===== src/rtl/pipe_pkg.sv =====
//------------------------------------------------------------------------------
// pipe_pkg : shared control-bundle type and constants for the ID/EX pipeline.
// Rev 1.0  : initial release
//------------------------------------------------------------------------------
`default_nettype none

package pipe_pkg;

    typedef struct packed {
        logic       ALUSrc;
        logic       MemtoReg;
        logic       RegWrite;
        logic       MemRead;
        logic       MemWrite;
        logic [1:0] ALUOp;
        logic       Branch;
    } ctrl_t;

    localparam ctrl_t      CTRL_NOP  = '0;
    localparam logic [1:0] ALUOP_LUI = 2'b11;

endpackage

`default_nettype wire


===== src/rtl/load_use_detect.sv =====
//------------------------------------------------------------------------------
// load_use_detect : combinational load-use hazard check between EX and ID.
// Rev 1.0         : initial release
//------------------------------------------------------------------------------
`default_nettype none

module load_use_detect
    import pipe_pkg::*;
#(
    parameter int REG_W = 5
) (
    input  logic             ex_valid,
    input  logic             ex_memread,
    input  logic [REG_W-1:0] ex_rd,
    input  logic             id_valid,
    input  ctrl_t            id_ctrl,
    input  logic [REG_W-1:0] id_rs1,
    input  logic [REG_W-1:0] id_rs2,
    output logic             hazard
);

    logic w_rs1_used;
    logic w_rs2_used;
    logic w_ex_load;
    logic w_unused_ctrl;

    // LUI has no rs1; rs2 is read by R-type/branch ops and as store data.
    assign w_rs1_used = (id_ctrl.ALUOp != ALUOP_LUI);
    assign w_rs2_used = !id_ctrl.ALUSrc || id_ctrl.MemWrite;
    assign w_ex_load  = ex_valid && ex_memread && (ex_rd != '0);

    assign hazard = w_ex_load && id_valid &&
                    ((w_rs1_used && (id_rs1 == ex_rd)) ||
                     (w_rs2_used && (id_rs2 == ex_rd)));

    assign w_unused_ctrl = ^{id_ctrl.MemtoReg, id_ctrl.RegWrite,
                             id_ctrl.MemRead, id_ctrl.Branch};

endmodule

`default_nettype wire


===== src/rtl/id_ex_stage.sv =====
//------------------------------------------------------------------------------
// id_ex_stage : ID/EX pipeline register with load-use bubble, hold and flush.
//               Optional performance counters when ID_EX_PERF_CNT_EN is defined.
// Rev 1.0     : initial release
//------------------------------------------------------------------------------
`default_nettype none

module id_ex_stage
    import pipe_pkg::*;
#(
    parameter int DATA_W = 32,
    parameter int PC_W   = 32,
    parameter int REG_W  = 5
) (
    input  logic              clk,
    input  logic              reset,
    input  logic              id_valid,
    input  ctrl_t             id_ctrl,
    input  logic [PC_W-1:0]   id_pc,
    input  logic [DATA_W-1:0] id_rd1,
    input  logic [DATA_W-1:0] id_rd2,
    input  logic [DATA_W-1:0] id_imm,
    input  logic [REG_W-1:0]  id_rs1,
    input  logic [REG_W-1:0]  id_rs2,
    input  logic [REG_W-1:0]  id_rd,
    input  logic [2:0]        id_funct3,
    input  logic [6:0]        id_funct7,
    input  logic              hold,
    input  logic              flush,
    output logic              hazard_stall,
    output logic              ex_valid,
    output ctrl_t             ex_ctrl,
    output logic [PC_W-1:0]   ex_pc,
    output logic [DATA_W-1:0] ex_rd1,
    output logic [DATA_W-1:0] ex_rd2,
    output logic [DATA_W-1:0] ex_imm,
    output logic [REG_W-1:0]  ex_rs1,
    output logic [REG_W-1:0]  ex_rs2,
    output logic [REG_W-1:0]  ex_rd,
    output logic [2:0]        ex_funct3,
`ifdef ID_EX_PERF_CNT_EN
    output logic [6:0]        ex_funct7,
    output logic [31:0]       bubble_cnt,
    output logic [31:0]       flush_cnt
`else
    output logic [6:0]        ex_funct7
`endif
);

    logic              r_valid;
    ctrl_t             r_ctrl;
    logic [PC_W-1:0]   r_pc;
    logic [DATA_W-1:0] r_rd1;
    logic [DATA_W-1:0] r_rd2;
    logic [DATA_W-1:0] r_imm;
    logic [REG_W-1:0]  r_rs1;
    logic [REG_W-1:0]  r_rs2;
    logic [REG_W-1:0]  r_rd;
    logic [2:0]        r_funct3;
    logic [6:0]        r_funct7;
    logic              w_load_use;

    load_use_detect #(
        .REG_W (REG_W)
    ) u_load_use_detect (
        .ex_valid   (r_valid),
        .ex_memread (r_ctrl.MemRead),
        .ex_rd      (r_rd),
        .id_valid   (id_valid),
        .id_ctrl    (id_ctrl),
        .id_rs1     (id_rs1),
        .id_rs2     (id_rs2),
        .hazard     (w_load_use)
    );

    // A flushed ID instruction is discarded, so it must not freeze the front end.
    assign hazard_stall = w_load_use && !flush;

    always_ff @(posedge clk or posedge reset) begin
        if (reset) begin
            r_valid  <= 1'b0;
            r_ctrl   <= CTRL_NOP;
            r_pc     <= '0;
            r_rd1    <= '0;
            r_rd2    <= '0;
            r_imm    <= '0;
            r_rs1    <= '0;
            r_rs2    <= '0;
            r_rd     <= '0;
            r_funct3 <= '0;
            r_funct7 <= '0;
        end else if (flush) begin
            r_valid <= 1'b0;
            r_ctrl  <= CTRL_NOP;
        end else if (hold) begin
            r_valid <= r_valid;
        end else if (w_load_use) begin
            r_valid <= 1'b0;
            r_ctrl  <= CTRL_NOP;
        end else begin
            r_valid  <= id_valid;
            r_ctrl   <= id_valid ? id_ctrl : CTRL_NOP;
            r_pc     <= id_pc;
            r_rd1    <= id_rd1;
            r_rd2    <= id_rd2;
            r_imm    <= id_imm;
            r_rs1    <= id_rs1;
            r_rs2    <= id_rs2;
            r_rd     <= id_rd;
            r_funct3 <= id_funct3;
            r_funct7 <= id_funct7;
        end
    end

`ifdef ID_EX_PERF_CNT_EN
    logic [31:0] r_bubble_cnt;
    logic [31:0] r_flush_cnt;

    // Counters are frozen under hold, and flush overrides a coincident hazard.
    always_ff @(posedge clk or posedge reset) begin
        if (reset) begin
            r_bubble_cnt <= '0;
            r_flush_cnt  <= '0;
        end else if (!hold) begin
            if (flush) begin
                if (id_valid && (r_flush_cnt != 32'hFFFF_FFFF))
                    r_flush_cnt <= r_flush_cnt + 32'd1;
            end else if (w_load_use && (r_bubble_cnt != 32'hFFFF_FFFF)) begin
                r_bubble_cnt <= r_bubble_cnt + 32'd1;
            end
        end
    end

    assign bubble_cnt = r_bubble_cnt;
    assign flush_cnt  = r_flush_cnt;
`endif

    assign ex_valid  = r_valid;
    assign ex_ctrl   = r_ctrl;
    assign ex_pc     = r_pc;
    assign ex_rd1    = r_rd1;
    assign ex_rd2    = r_rd2;
    assign ex_imm    = r_imm;
    assign ex_rs1    = r_rs1;
    assign ex_rs2    = r_rs2;
    assign ex_rd     = r_rd;
    assign ex_funct3 = r_funct3;
    assign ex_funct7 = r_funct7;

endmodule

`default_nettype wire


===== config.mk =====
export PLATFORM = sky130hd
export DESIGN_NAME = id_ex_stage
export DESIGN_NICKNAME = d
export VERILOG_FILES = /design/src/rtl/pipe_pkg.sv /design/src/rtl/load_use_detect.sv /design/src/rtl/id_ex_stage.sv
export SDC_FILE = /design/constraint.sdc
export NUM_CORES = 1
export LEC_CHECK = 0
export BUFFER_PORTS_ARGS = -buffer_cell sky130_fd_sc_hd__buf_4
export CAP_MARGIN = 10
export CORE_AREA = 2 2 128 130
export CTS_CLUSTER_DIAMETER = 150
export DETAILED_ROUTE_END_ITERATION = 12
export DIE_AREA = 0 0 130 132
export MAX_ROUTING_LAYER = met4
export PLACE_DENSITY_LB_ADDON = 0.2
export SYNTH_ARGS = -nofsm -noshare
export SYNTH_HDL_FRONTEND = slang
export SYNTH_SLANG_ARGS = --single-unit

===== constraint.sdc =====
create_clock -name clk -period 7.2 [get_ports clk]
set_input_delay 1.44 -clock clk [delete_from_list [all_inputs] [get_ports clk]]
set_output_delay 1.44 -clock clk [all_outputs]
set_load 0.02 [all_outputs]

# After elaboration in Yosys (flattened, before gate mapping)
# Index checks and enable logic that the tools add are counted.
[classes]
reduce_logical = 13
eq_ne = 4
n_mux = 7
bitwise = 3
[op_table]
columns = ["operator", "n"]
rows = [
  ["2-to-1 mux 8 bit", 4],
  ["equality test 5 bit", 2],
  ["logical AND 1 bit", 7],
  ["nonzero test 5 bit", 1],
  ["2-to-1 mux 1 bit", 3],
  ["inverter 1 bit", 3],
  ["AND reduction 3 bit", 1],
  ["zero test 1 bit", 2],
  ["logical OR 1 bit", 2],
  ["inequality test 2 x 1 -> 1 bit, second input constant", 1],
  ["inequality test 2 bit, second input constant", 1],
]
[totals]
inputBits = 166
register_bits = 162
output_inout_bits = 163
elab_cells = 44

# Longest topological paths before layout
[logic_depth]
ltp_word = 8
mapped_depth = 7
depth_no_buf = 5

# Hierarchy
# From an unflattened synthesis, not the netlist that was laid out.
[unflattened]
cells_unflattened = 383
area_unflattened_um2 = 6243.5
[by_module_without_submodules]
columns = ["module", "cells_each", "area_per_inst_um2", "seq_area_each_um2", "n_inst"]
rows = [
  ["id_ex_stage", 365, 6097.1, 4053.9, 1],
  ["load_use_detect", 18, 146.4, 0.0, 1],
]

# Least setup slack after synthesis
# OpenSTA, ideal clock, no wires.
[synth_timing]
path_type = "input to output"
from = "in id_valid"
to = "out hazard_stall"
t_required_ps = 5760
path_stages = 5
path_buffers = 1
path_slack_ps = 3429
arrival_ps = 2331
path_cell_list = "clkbuf_1 > nand3_1 > a21oi_1 > nand2_1 > nor2_1"
[synth_via]
elab_chain_len = 3
[synth_rtl]
columns = ["item", "line", "rtl"]
rows = [
  ["start, declared", "id_ex_stage.sv:17", "input logic id_valid,"],
  ["logical AND 1 bit (2 in series)", "load_use_detect.sv:32", "assign hazard = w_ex_load && id_valid &&"],
  ["logical AND 1 bit", "id_ex_stage.sv:77", "assign hazard_stall = w_load_use && !flush;"],
  ["end, declared", "id_ex_stage.sv:30", "output logic hazard_stall,"],
]
# Every way passes these cells.

# Worst setup path after layout
[layout_timing]
from = "in id_rs2[0]"
to = "out hazard_stall"
[layout_via]
elab_chain_len = 5
[layout_rtl]
columns = ["item", "line", "rtl"]
rows = [
  ["start, declared", "id_ex_stage.sv:24", "input logic [REG_W-1:0] id_rs2,"],
  ["equality test 5 bit", "load_use_detect.sv:34", "(w_rs2_used && (id_rs2 == ex_rd)));"],
  ["logical AND 1 bit", "load_use_detect.sv:34", ""],
  ["logical OR 1 bit", "load_use_detect.sv:33", "((w_rs1_used && (id_rs1 == ex_rd)) ||"],
  ["logical AND 1 bit", "load_use_detect.sv:32", ""],
  ["logical AND 1 bit", "id_ex_stage.sv:77", ""],
]
# Every way passes these cells.

==> out/metrics.cfg <==
[finish]
regArea_um2=4050
final_core_util_pct=59.8
layout_commonest_cell=buf_4
drive_gt1_share_pct=62.4
layout_common_cells=330 x buf_4, 162 x dfrtp_1, 82 x mux2_2, 71 x mux2_1, 17 x clkbuf_16
syn_to_final_growth_pct=52.6
num-fill-cells=1271
multi_input_area_um2=1980
nets=866
num_antenna_cells=0

[floorplan]
placeableCoreArea_um2=15700
die-area_um2=17200
ioPinCount=329
row_count=46
die_h_um=132
die_w_um=130
initial_utilization_pct=39.2

[drt]
vias=4316
remaining_drc_errors=0
wl_per_cell_um=17.7
drt-initial-drc-count=109
routed_via_density=4.65
ant_nets=0
first_pass_iters=4
routed_wl_um=16400

[logic_synthesis]
ys_types=21
synth_nets=536
synth_area_per_cell_um2=16.6
ys_seq_elements=162
syn-cell-area_um2=6160
syn_inst=370
yosysSeqAreaShare_pct=65.8
yosys_warnings=0

[min_path]
worstHoldStart=ex_rd2[7]
hold-path-cell-count=1
hold_path_class=reg2reg
min_to=ex_rd2[7]

[placement]
port_buffers=328
dp_slack_ns=3.31
place_congestion=0.896
dp_hpwl_um=12600

[timing]
slew_viol_final=0
period_needed_ns=3.89
hold_slack_ns=0.486
setup_viol=0
fin_crit_sh_pct=54.0
setup_tns_ns=0
rsz0062_at_grt=no
worst_pin_slew_ns=0.957
fmax_ghz=0.257
setup_slack_ns=3.31
slew_headroom_pct=36.2
clock_skew_ns=0.00671
hold_viol=0

[clocking]
cts_sinks=162
cts_hold_buf=0
cts.clk_slew.worst_paths_ns=0.06
clk_latency_ns=0.41
clk_path_buf_depth=2
cts_htree_levels=4
post-cts-setup-buffers=0
root_buffer=clkbuf_16
cts_buffers=17
cts_resized=0
cts_tree=yes

[setup_path]
path_max_fanout=2
startpoint_type=input port
startpoint=id_rs2[0]
cp.arrival_ns=2.45
worstPathRequired_ns=5.76
r2r_start=ex_rd[1]
r2r_cells=6
end_kind=primary output
timing.rr.end=ex_imm[1]
rrSetupSlack_ns=4.61
critPathKind=in2out

[run_status]
status=finished, final reports clean

[global_route]
grt_util_all_layers_pct=19.8
grt_overflow_total=0
antenna_found_initial=0
grt_max_degree=87
grt_first_pass_wirelength_um=25000
grt_pass1_vias=4726

[flow_run]
drv_cap=0

[pwr]
leakage_nw=4.45
power.density_nw_per_um2=280
vdd_drop_max_v=0.000160

==> where the power goes <==
group,internal [mW],leakage [nW],switching [mW]
clock,0.521,0.265,0.359
sequential,1.04,1.92,0.0742
combinational,0.318,2.27,0.321
==> logic make-up (layout without fill, tap and decap cells) <==
logic type	count (synthesis)	after routing	synth area share, %
flops	162	162	65.8
mux	153	153	28.0
buf+inv	22	365	2.07
compound gates	13	13	1.91
xor+xnor	10	10	1.42
simple gates	10	10	0.772
==> worst max-delay path: stages <==
cell and delay [ns]:
buf_4 0.12, xnor2_1 0.14, nand4_1 0.14, o22ai_1 0.28, nand2_1 0.08, nor2_1 0.10
buf_4 0.14
==> cells in the mapped netlist <==
| cell | number | area [um^2] |
|---|---|---|
| a211oi_2 | 1 | 12.5 |
| a21oi_1 | 1 | 5.00 |
| a22o_1 | 1 | 8.76 |
| a32o_1 | 8 | 80.1 |
| buf_1 | 1 | 3.75 |
| buf_2 | 9 | 45.0 |
| buf_4 | 9 | 67.6 |
| clkbuf_1 | 1 | 3.75 |
| dfrtp_1 | 162 | 4050 |
| inv_1 | 2 | 7.51 |
| mux2_1 | 71 | 800 |
| mux2_2 | 82 | 923 |
| nand2_1 | 3 | 11.3 |
| nand3_1 | 1 | 5.00 |
| nand4_1 | 2 | 12.5 |
| nor2_1 | 2 | 7.51 |
| nor2b_1 | 1 | 6.26 |
| nor3_1 | 1 | 5.00 |
| o21ai_1 | 1 | 5.00 |
| o22ai_1 | 1 | 6.26 |
| xnor2_1 | 10 | 87.6 |
==> sequential cells by signal, indices dropped and copies added (netlist names) <==
| signal | count |
|---|---|
| ex_ctrl | 8 |
| ex_funct3 | 3 |
| ex_funct7 | 7 |
| ex_imm | 32 |
| ex_pc | 32 |
| ex_rd | 5 |
| ex_rd1 | 32 |
| ex_rd2 | 32 |
| ex_rs1 | 5 |
| ex_rs2 | 5 |
| ex_valid | 1 |
==> metrics by stage <==
step           instance area [um^2]  instances  power [mW]
3_5_place_dp                   8820        897        1.78
3_3_place_gp                   8820        897        1.76
5_1_grt                        9400        929        2.76
4_1_cts                        9400        929        2.67
6_report                       9400        929        2.63
2_1_floorplan                  6160        370        1.44
==> worst max-delay path by stage <==
stage                         to  slack [ns]  depth (start not counted)
floorplan             ex_ctrl[0]        1.38                          1
global placement    hazard_stall        3.32                          7
detailed placement  hazard_stall        3.31                          7
CTS                 hazard_stall        3.31                          7
global route        hazard_stall        3.23                          7
finish              hazard_stall        3.31                          7
==> routing by layer <==
metal	part of all wire, %	GRT usage (%)	routed length, um	vias to the layer above
li1	-	-	-	1977
met1	37	21.4	6140	2090
met2	50	32.5	8220	222
met3	10	7.91	1660	27
met4	2.4	7.41	389	0
met5	0	-	0	-
==> layout make-up <==
type	count	area share [%]
Clock buffer	20	4.75
Sequential cell	162	43.1
Multi-Input combinational cell	186	21.1
Timing Repair Buffer	331	26.6
Inverter	2	0.133
Tap cell	216	2.88
Clock inverter	12	1.41
Power figures use the tool's default switching activity.
